<file path="src/rtl/seg_pkg.sv">
// Shared constants and helpers for the seven-segment scan driver.
//   SEG_OFF    : all segments dark (active-low pattern)
//   HEX_SEG    : hex digit to active-low {g,f,e,d,c,b,a} pattern
//   div_width  : counter width for the slot divider
//   idx_width  : counter width for the digit index (never below 1)
package seg_pkg;

    localparam logic [6:0] SEG_OFF = 7'h7F;

    localparam logic [6:0] HEX_SEG [16] = '{
        7'h40, 7'h79, 7'h24, 7'h30, 7'h19, 7'h12, 7'h02, 7'h78,
        7'h00, 7'h10, 7'h08, 7'h03, 7'h46, 7'h21, 7'h06, 7'h0E
    };

    function automatic int div_width(input int scan_div);
        return (scan_div > 1) ? $clog2(scan_div) : 1;
    endfunction

    function automatic int idx_width(input int digits);
        return (digits > 1) ? $clog2(digits) : 1;
    endfunction

endpackage

</file>
<file path="src/rtl/seg_scan_driver_if.sv">
// Bus bundle between the CPU display register and the scan driver pins.
//   load/data/dp/blank_mask : shadowed display contents and capture strobe
//   lz_suppress             : live leading-zero suppression enable
//   seg/dp_n/an             : active-low segment, decimal point, anode drives
//   frame_start             : one-cycle pulse as digit 0's slot is presented
// master = register/CPU side, slave = scan driver.
interface seg_scan_driver_if #(
    parameter int DIGITS = 4
);
    logic                  load;
    logic [4*DIGITS-1:0]   data;
    logic [DIGITS-1:0]     dp;
    logic [DIGITS-1:0]     blank_mask;
    logic                  lz_suppress;
    logic [6:0]            seg;
    logic                  dp_n;
    logic [DIGITS-1:0]     an;
    logic                  frame_start;

    modport master (
        output load, data, dp, blank_mask, lz_suppress,
        input  seg, dp_n, an, frame_start
    );

    modport slave (
        input  load, data, dp, blank_mask, lz_suppress,
        output seg, dp_n, an, frame_start
    );
endinterface

</file>
<file path="src/rtl/seg_hex_decode.sv">
// Combinational hex-to-seven-segment decoder.
//   nibble : 4-bit hex value
//   seg    : active-low {g,f,e,d,c,b,a}
module seg_hex_decode
    import seg_pkg::*;
(
    input  logic [3:0] nibble,
    output logic [6:0] seg
);

    assign seg = HEX_SEG[nibble];

endmodule

</file>
<file path="src/rtl/seg_scan_driver.sv">
// Time-multiplexed hex display driver for DIGITS common-anode digits.
// A load strobe captures the display word into a shadow register; the shadow
// is moved to the active register only at the end of the last digit's slot,
// so a frame is always drawn from one consistent word.
//   clk   : system clock
//   reset : asynchronous active-low reset
//   bus   : seg_scan_driver_if slave (inputs from CPU, pin drives out)
module seg_scan_driver
    import seg_pkg::*;
#(
    parameter int DIGITS   = 4,
    parameter int SCAN_DIV = 50000,
    parameter int GUARD    = 2
) (
    input  logic               clk,
    input  logic               reset,
    seg_scan_driver_if.slave   bus
);

    localparam int DIV_W = div_width(SCAN_DIV);
    localparam int IDX_W = idx_width(DIGITS);
    localparam logic [DIV_W-1:0] DIV_LAST = DIV_W'(SCAN_DIV - 1);
    localparam logic [IDX_W-1:0] IDX_LAST = IDX_W'(DIGITS - 1);

    logic [DIV_W-1:0]      div;
    logic [IDX_W-1:0]      idx;
    logic                  div_wrap;
    logic                  commit;

    logic [4*DIGITS-1:0]   shadow_data;
    logic [DIGITS-1:0]     shadow_dp;
    logic [DIGITS-1:0]     shadow_blank;
    logic                  pending;
    logic [4*DIGITS-1:0]   active_data;
    logic [DIGITS-1:0]     active_dp;
    logic [DIGITS-1:0]     active_blank;

    logic [3:0]            nib_sel;
    logic                  dp_sel;
    logic                  blank_sel;
    logic                  upper_nz;
    logic                  lz_dark;
    logic                  in_guard;
    logic [DIGITS-1:0]     an_on;
    logic [6:0]            hex_seg;

    assign div_wrap = (div == DIV_LAST);
    assign commit   = div_wrap && (idx == IDX_LAST);

    // Slot divider and digit index.
    always_ff @(posedge clk or negedge reset) begin
        if (!reset) begin
            div <= '0;
            idx <= '0;
        end else if (div_wrap) begin
            div <= '0;
            idx <= (idx == IDX_LAST) ? '0 : idx + 1'b1;
        end else begin
            div <= div + 1'b1;
        end
    end

    // Shadow/active double buffer. On a commit edge the active copy takes
    // the old shadow; a coincident load lands in the shadow and stays pending
    // for the following frame.
    always_ff @(posedge clk or negedge reset) begin
        if (!reset) begin
            shadow_data  <= '0;
            shadow_dp    <= '0;
            shadow_blank <= '0;
            pending      <= 1'b0;
            active_data  <= '0;
            active_dp    <= '0;
            active_blank <= '0;
        end else begin
            if (commit && pending) begin
                active_data  <= shadow_data;
                active_dp    <= shadow_dp;
                active_blank <= shadow_blank;
            end
            if (bus.load) begin
                shadow_data  <= bus.data;
                shadow_dp    <= bus.dp;
                shadow_blank <= bus.blank_mask;
                pending      <= 1'b1;
            end else if (commit) begin
                pending      <= 1'b0;
            end
        end
    end

    // Per-digit selection of the current slot, plus the "this digit and all
    // more significant digits are zero" test used by leading-zero suppression.
    always_comb begin
        nib_sel   = 4'h0;
        dp_sel    = 1'b0;
        blank_sel = 1'b0;
        upper_nz  = 1'b0;
        an_on     = '1;
        for (int i = 0; i < DIGITS; i++) begin
            if (idx == IDX_W'(i)) begin
                nib_sel   = active_data[4*i +: 4];
                dp_sel    = active_dp[i];
                blank_sel = active_blank[i];
                an_on[i]  = 1'b0;
            end
            if ((IDX_W'(i) >= idx) && (active_data[4*i +: 4] != 4'h0)) begin
                upper_nz = 1'b1;
            end
        end
    end

    assign lz_dark = bus.lz_suppress && (idx != '0) && !upper_nz;

    generate
        if (GUARD == 0) begin : g_no_guard
            assign in_guard = 1'b0;
        end else begin : g_guard
            assign in_guard = (div < DIV_W'(GUARD));
        end
    endgenerate

    seg_hex_decode u_hex (
        .nibble (nib_sel),
        .seg    (hex_seg)
    );

    // Registered pin stage, one cycle behind idx/div.
    always_ff @(posedge clk or negedge reset) begin
        if (!reset) begin
            bus.an          <= '1;
            bus.seg         <= SEG_OFF;
            bus.dp_n        <= 1'b1;
            bus.frame_start <= 1'b0;
        end else begin
            bus.frame_start <= (idx == '0) && (div == '0);
            if (in_guard) begin
                bus.an   <= '1;
                bus.seg  <= SEG_OFF;
                bus.dp_n <= 1'b1;
            end else begin
                bus.an   <= an_on;
                bus.seg  <= (blank_sel || lz_dark) ? SEG_OFF : hex_seg;
                // A blanked digit hides its dp; a suppressed zero keeps it.
                bus.dp_n <= blank_sel ? 1'b1 : ~dp_sel;
            end
        end
    end

endmodule
</file>
<file path="src/flat_wrapper.sv">
// flat-port wrapper written by rule: the top's interface ports become plain ports
module seg_scan_driver_flat import seg_pkg::*;
#(
    parameter int DIGITS   = 4,
    parameter int SCAN_DIV = 50000,
    parameter int GUARD    = 2
)
  (clk, reset, bus_load, bus_data, bus_dp, bus_blank_mask, bus_lz_suppress, bus_seg, bus_dp_n, bus_an, bus_frame_start);
  seg_scan_driver_if #(.DIGITS(DIGITS)) bus_i ();
  input  logic clk;
  input  logic reset;
  input wire logic [$bits(bus_i.load)-1:0] bus_load;
  input wire logic [$bits(bus_i.data)-1:0] bus_data;
  input wire logic [$bits(bus_i.dp)-1:0] bus_dp;
  input wire logic [$bits(bus_i.blank_mask)-1:0] bus_blank_mask;
  input wire logic [$bits(bus_i.lz_suppress)-1:0] bus_lz_suppress;
  output wire logic [$bits(bus_i.seg)-1:0] bus_seg;
  output wire logic [$bits(bus_i.dp_n)-1:0] bus_dp_n;
  output wire logic [$bits(bus_i.an)-1:0] bus_an;
  output wire logic [$bits(bus_i.frame_start)-1:0] bus_frame_start;
  assign bus_i.load = bus_load;
  assign bus_i.data = bus_data;
  assign bus_i.dp = bus_dp;
  assign bus_i.blank_mask = bus_blank_mask;
  assign bus_i.lz_suppress = bus_lz_suppress;
  assign bus_seg = bus_i.seg;
  assign bus_dp_n = bus_i.dp_n;
  assign bus_an = bus_i.an;
  assign bus_frame_start = bus_i.frame_start;
  seg_scan_driver #(.DIGITS(DIGITS), .SCAN_DIV(SCAN_DIV), .GUARD(GUARD)) u_core (.clk(clk), .reset(reset), .bus(bus_i));
endmodule
</file>
<file path="config.mk">
export PLATFORM = sky130hd
export DESIGN_NAME = seg_scan_driver_flat
export DESIGN_NICKNAME = d
export VERILOG_FILES = /design/src/rtl/seg_pkg.sv /design/src/rtl/seg_scan_driver_if.sv /design/src/rtl/seg_hex_decode.sv /design/src/rtl/seg_scan_driver.sv /design/src/flat_wrapper.sv
export SDC_FILE = /design/constraint.sdc
export NUM_CORES = 1
export LEC_CHECK = 0
export CAP_MARGIN = 20
export CORE_UTILIZATION = 40
export CTS_CLUSTER_SIZE = 8
export DETAILED_ROUTE_END_ITERATION = 7
export PLACE_DENSITY_LB_ADDON = 0.25
export SYNTH_ARGS = -nofsm -noshare
export SYNTH_HDL_FRONTEND = slang
export SYNTH_HIERARCHICAL = 1
export SYNTH_SLANG_ARGS = --single-unit
</file>
<file path="constraint.sdc">
create_clock -name clk -period 2.98 [get_ports clk]
set_input_delay 0.894 -clock clk [delete_from_list [all_inputs] [get_ports clk]]
set_output_delay 0.894 -clock clk [all_outputs]
set_load 0.03 [all_outputs]
</file>
# Yosys cells after proc, flatten, opt, wreduce, memory -nomap -nowiden
# Memories as Yosys holds them, arrays and structs flattened.
# Index checks and enable logic that the tools add are counted.
# word_totals
mem_count,1
out_inout_bits,13
romBits,112
regBits,80
# op_classes
order_cmp,6
addsub,2
n_reduce_logical,19
n_eq_ne,4
n_mux,31
n_bitwise,2
# mem_list
memory,depth,word_bits,read_ports,rd_clocked_by_memory_dff,write_ports,line_no,text
(name not given),16,7,1,0,0,seg_hex_decode.sv:11,assign seg = HEX_SEG[nibble];
# op_table
cell,count
$mux W7,4
$mux W1,20
$mux W4,5
$add A16 B1 Y16 const B,1
$eq A16 B16 Y1 const B,1
$logic_not A16 Y1,1
$lt A16 B2 Y1 const B,1
$mux W16,1
$reduce_bool A4 Y1,4
$logic_and A1 B1 Y1,9
$ge A5 B5 Y1 const B,1
$not A4 Y5,1
$eq A2 B2 Y1 const B,2
$ge A1 B2 Y1 const A,2
$ge A2 B2 Y1 const A,2
$reduce_bool A2 Y1,2
$add A2 B1 Y2 const B,1
$eq A2 B1 Y1 const B,1
$logic_not A2 Y1,1
$mux W2,1
$logic_not A1 Y1,1
$logic_or A1 B1 Y1,1
$not A1 Y1,1

# Longest topological paths before layout
# logic_depth
depth_word,11
ltp_mapped,12

# Modules after synthesis
# Netlist, hierarchy kept.
# modules_own_cells
mod,n_inst,area_per_inst_um2,cells_each
seg_scan_driver,1,3505.9,263
seg_hex_decode,1,247.7,35

# Worst setup path before layout
# OpenSTA, ideal clock, no wires.
# synth_path
path_kind,reg2reg
from,reg u_core.idx[1]
to,reg u_core.bus.seg[3]
path_slack_ns,0.335
synth_period_minus_slack_ns,2.645
t_arrival_ns,2.544
path_stages_with_launch,13
path_buffers,1
setup_time_ns,0.101
cell_sequence,dfrtp_1 -> inv_1 -> ha_1 -> clkbuf_1 -> nor2b_1 -> a221oi_1 -> o31ai_1 -> inv_1 -> ha_1 -> or2_2 -> a21oi_1 -> a31oi_1 -> nand3b_1
# synth_between
elab_chain_cells,11
word_cells_on_any_way,35
# synth_rtl
element,line_no,text
start: declaration,seg_scan_driver.sv:26,logic [IDX_W-1:0] idx;
start signal: assignment,seg_scan_driver.sv:57,idx <= (idx == IDX_LAST) ? '0 : idx + 1'b1;
$logic_not A2 Y1,seg_scan_driver.sv:101,if (idx == IDX_W'(i)) begin
$mux W4 (3 in a row),seg_scan_driver.sv:101,
$mux W4 *,seg_scan_driver.sv:101,
named net u_core.nib_sel[1],seg_scan_driver.sv:38,logic [3:0] nib_sel;
$not A4 Y5 (implied by the code) *,seg_hex_decode.sv:11,
$mem_v2 Z16 W7 *,--,
$mux W7 (implied by the code) * (2 in a row),seg_hex_decode.sv:11,
named net u_core.hex_seg[3],seg_scan_driver.sv:45,logic [6:0] hex_seg;
$mux W7 *,seg_scan_driver.sv:143,bus.seg <= (blank_sel || lz_dark) ? SEG_OFF : hex_seg;
$mux W7 *,seg_scan_driver.sv:137,if (in_guard) begin
end signal: assignment,seg_scan_driver.sv:143,
end: declaration,seg_scan_driver_if.sv:27,"output seg, dp_n, an, frame_start"
# The timed path passes the listed nets; every way through them passes the cells marked *. The select of a mux whose other input is x is not followed.
# A chain may end at the register's enable or synchronous reset.

# Worst setup path after layout
# Same ends and word-level chain as after synthesis.

==> run summary <==
Leakage power -> 1.99 nW
Syn nets -> 340
Layout cell share with drive strength beyond 1 -> 25.4%
Overflow after GRT -> 0
Max clock buf depth -> 2
DR vias/cell -> 5.02
CP endpoint kind -> flop
Core area -> 8890 sq um
Clk_lat worst skew -> 0.35 ns
Clock Power Share -> 42.1%
Switch share -> 21.3%
Avg Inst Size Synth -> 12.6 sq um
Wire length on met2 -> 2860 microns
Pwr per Cell Area -> 475 nW/um^2
Largest net degree at the start of global routing -> 44
Ys flop type -> dfrtp_1
Boundary Pins -> 41
Reg2Reg Depth -> 11
Worst slew margin -> 53.6%
Row cnt -> 34
Async S/R FF share, synth -> 100%
Fin crit period -> 2.67 ns
Dpl hpwl -> 4690 microns
Die Span Y -> 98.9 microns
Antenna diodes -> 0
Post-CTS resize count -> 0
Setup slack, reg-to-reg -> 0.31 ns
P_sw -> 0.455 mW
DR WL/cell -> 14.3 microns
CTS tree -> done
Top Metal Used -> met4
Max_cap viols -> 0
Remaining DRCs -> 0
Syn. warnings -> 6
Routability cong. -> 0.812
Most numerous cell in the Yosys netlist -> dfrtp_1
Register clock-pin slew on the reported worst setup and hold paths -> 0.08 ns
Detailed Route WL -> 6560 microns
Die Footprint -> 9780 sq um
Area grow syn2layout -> 19.9%
Post-synth top area cell -> dfrtp_1
Sink Count -> 80
Min-Delay Endpoint -> u_core/pending$_DFFE_PN0P_
CTS Buf Count -> 9
Worst Hold Class -> reg2reg
Unrepaired setup endpoints after global routing -> no
Combinational power share -> 4.8%
Top cells by count, synth -> dfrtp_1 (68), mux2_2 (29), nand2_1 (27)
Root buffer cell -> clkbuf_8
Synth area leaders -> dfrtp_1 (45%), mux2_2 (8.7%), dfstp_2 (8.4%)
Sequential fraction of the synthesis area -> 53.7%
Drt first-iter violations -> 103
Die W -> 98.9 microns
Unique masters post-synth -> 45
Internal power -> 1.68 mW
RR Endpoint -> u_core/bus.seg[3]$_DFF_PN1_
Sequential power share -> 53.2%
PortBufs -> 40
Postcts setup bufs -> 0
Vias in the first global route -> 2371
Filler cells -> 757
Overall Global Routing Usage -> 15.0%
TritonRoute pass-1 iters -> 5
Worst Path Max Fanout -> 5
Count of pins over their slew limit -> 0
CP Class -> reg2reg
Area share of the largest cell type after synthesis -> 45.3%
Power, Total -> 2.14 mW
Met3 Wirelength -> 215 microns
Initial core utilization -> 42.2%
Hold Fails Final Rpt -> 0
Final nets -> 387
R2r startpoint -> u_core/idx[1]$_DFFE_PN0N_
F_max -> 0.375 GHz
Worst hold start -> u_core/pending$_DFFE_PN0P_
DRT antenna net count -> 0
Post-synth EDFFs -> 0
Period utilization -> 89.5%
Post-cts hold buffer count -> 0
Total number of vias -> 2299
CP Launch Point -> u_core/idx[1]$_DFFE_PN0N_
Arr. time, crit path -> 2.91 ns
Initial antenna violation count -> 0
Met1 wire length -> 3380 microns
CTS H-tree lvls -> 3
Final Setup Violations -> 0
Startpoint types -> flop
VDD IR max -> 210 uV
Hold path depth -> 1
First-pass GRT wire length -> 11500 microns
Synthesized area -> 3750 sq um
Mapped Cells -> 298
FF+latch count, synth -> 80
Status -> finished clean
Fin Setup TNS -> 0 ns
WP data required -> 3.23 ns
Slew at the pin closest to its max-slew limit -> 0.697 ns
Worst Clk Skew -> 0.0100 ns
## placed cells by master, fill, tap and decap left out, types with 5 or more instances in the layout
| cell type | n |
|---|---|
| a221oi_1 | 5 |
| buf_4 | 10 |
| clkbuf_8 | 10 |
| clkdlybuf4s50_1 | 39 |
| dfrtp_1 | 68 |
| dfstp_2 | 12 |
| ha_1 | 14 |
| inv_1 | 10 |
| mux2_2 | 29 |
| mux2_4 | 16 |
| nand2_1 | 27 |
| nand3_1 | 5 |
| nand3b_1 | 8 |
| nand4_1 | 5 |
| nor2_1 | 10 |
| nor2b_1 | 9 |
| o21ai_0 | 9 |
| o31ai_1 | 5 |
| xnor2_1 | 6 |
| xor2_1 | 6 |
## cells by family (layout without fill, tap and decap cells)
group,Yosys count,count (layout),synth area share [%]
AND/OR/NAND/NOR,84,84,12.3
flip-flops,80,80,53.7
multiplexers,51,51,16.8
AO/OA/AOI/OAI,33,33,5.93
buffers and inverters,24,76,3.70
adder cells (fa/ha/maj),14,14,4.67
XOR/XNOR,12,12,2.80
## routing by layer
layer	GRT usage [%]	up-vias
met5	0	-
met4	6.77	0
met3	3.69	8
met2	22.3	50
met1	20.8	1100
li1	-	1141
## registers in the layout, summed over array words and instances (netlist names)
signal                  count
u_core/shadow_blank         4
u_core/active_blank         4
u_core/shadow_dp            4
u_core/active_data         16
u_core/shadow_data         16
u_core/div                 16
u_core/pending              1
u_core/bus.dp_n             1
u_core/active_dp            4
u_core/bus.frame_start      1
u_core/bus.seg              7
u_core/bus.an               4
u_core/idx                  2
## critical path: stages (launching register included)
cell	delay (ns)
dfrtp_1	0.42
inv_1	0.12
ha_1	0.23
nor2b_1	0.34
a221oi_1	0.14
o31ai_1	0.29
inv_1	0.18
ha_1	0.22
or2_2	0.28
a21oi_1	0.15
a31oi_1	0.05
nand3b_1	0.16
## per-stage QoR
step | hold WS (ns) | util (%) | setup slack, ns | cell area [sq um] | cells
floorplan | 0.442 | - | 0.335 | 3750 | 298
global placement | 0.453 | 48.1 | 0.446 | 4270 | 442
detailed placement | 0.483 | 48.1 | 0.334 | 4270 | 442
CTS | 0.501 | 50.6 | 0.317 | 4500 | 458
global route | 0.512 | 50.6 | 0.0733 | 4500 | 458
finish | 0.490 | 50.6 | 0.314 | 4500 | 458
## final cells by class
| cell class | count | area, sq um | area share (%) |
|---|---|---|---|
| sequential | 80 | 2020 | 44.8 |
| multi-input combinational | 194 | 1600 | 35.5 |
| timing repair buffer | 50 | 485 | 10.8 |
| clock buffer | 10 | 138 | 3.06 |
| tap | 108 | 135 | 3.00 |
| clock inverter | 6 | 90.1 | 2.00 |
| inverter | 10 | 37.5 | 0.834 |
## worst max-delay path by stage
| stage | to | slack, ns | cells past startpoint |
|---|---|---|---|
| detailed placement | u_core/bus.seg[3]$_DFF_PN1_ | 0.33 | 11 |
| floorplan | u_core/bus.seg[3]$_DFF_PN1_ | 0.34 | 12 |
| finish | u_core/bus.seg[3]$_DFF_PN1_ | 0.31 | 11 |
| CTS | u_core/bus.seg[3]$_DFF_PN1_ | 0.32 | 11 |
| global placement | u_core/bus.seg[3]$_DFF_PN1_ | 0.45 | 11 |
| global route | u_core/bus.seg[3]$_DFF_PN1_ | 0.07 | 11 |
## power by group through the flow
stage / Clock, mW / Combinational, mW / Sequential, mW
after floorplan: 0 / 0.0408 / 1.15
after global placement: 0 / 0.102 / 1.16
after detailed placement: 0 / 0.105 / 1.16
after CTS: 0.930 / 0.105 / 1.14
after global routing: 0.981 / 0.113 / 1.14
final: 0.899 / 0.102 / 1.14
Note: power is estimated with default switching activity, not from simulation.
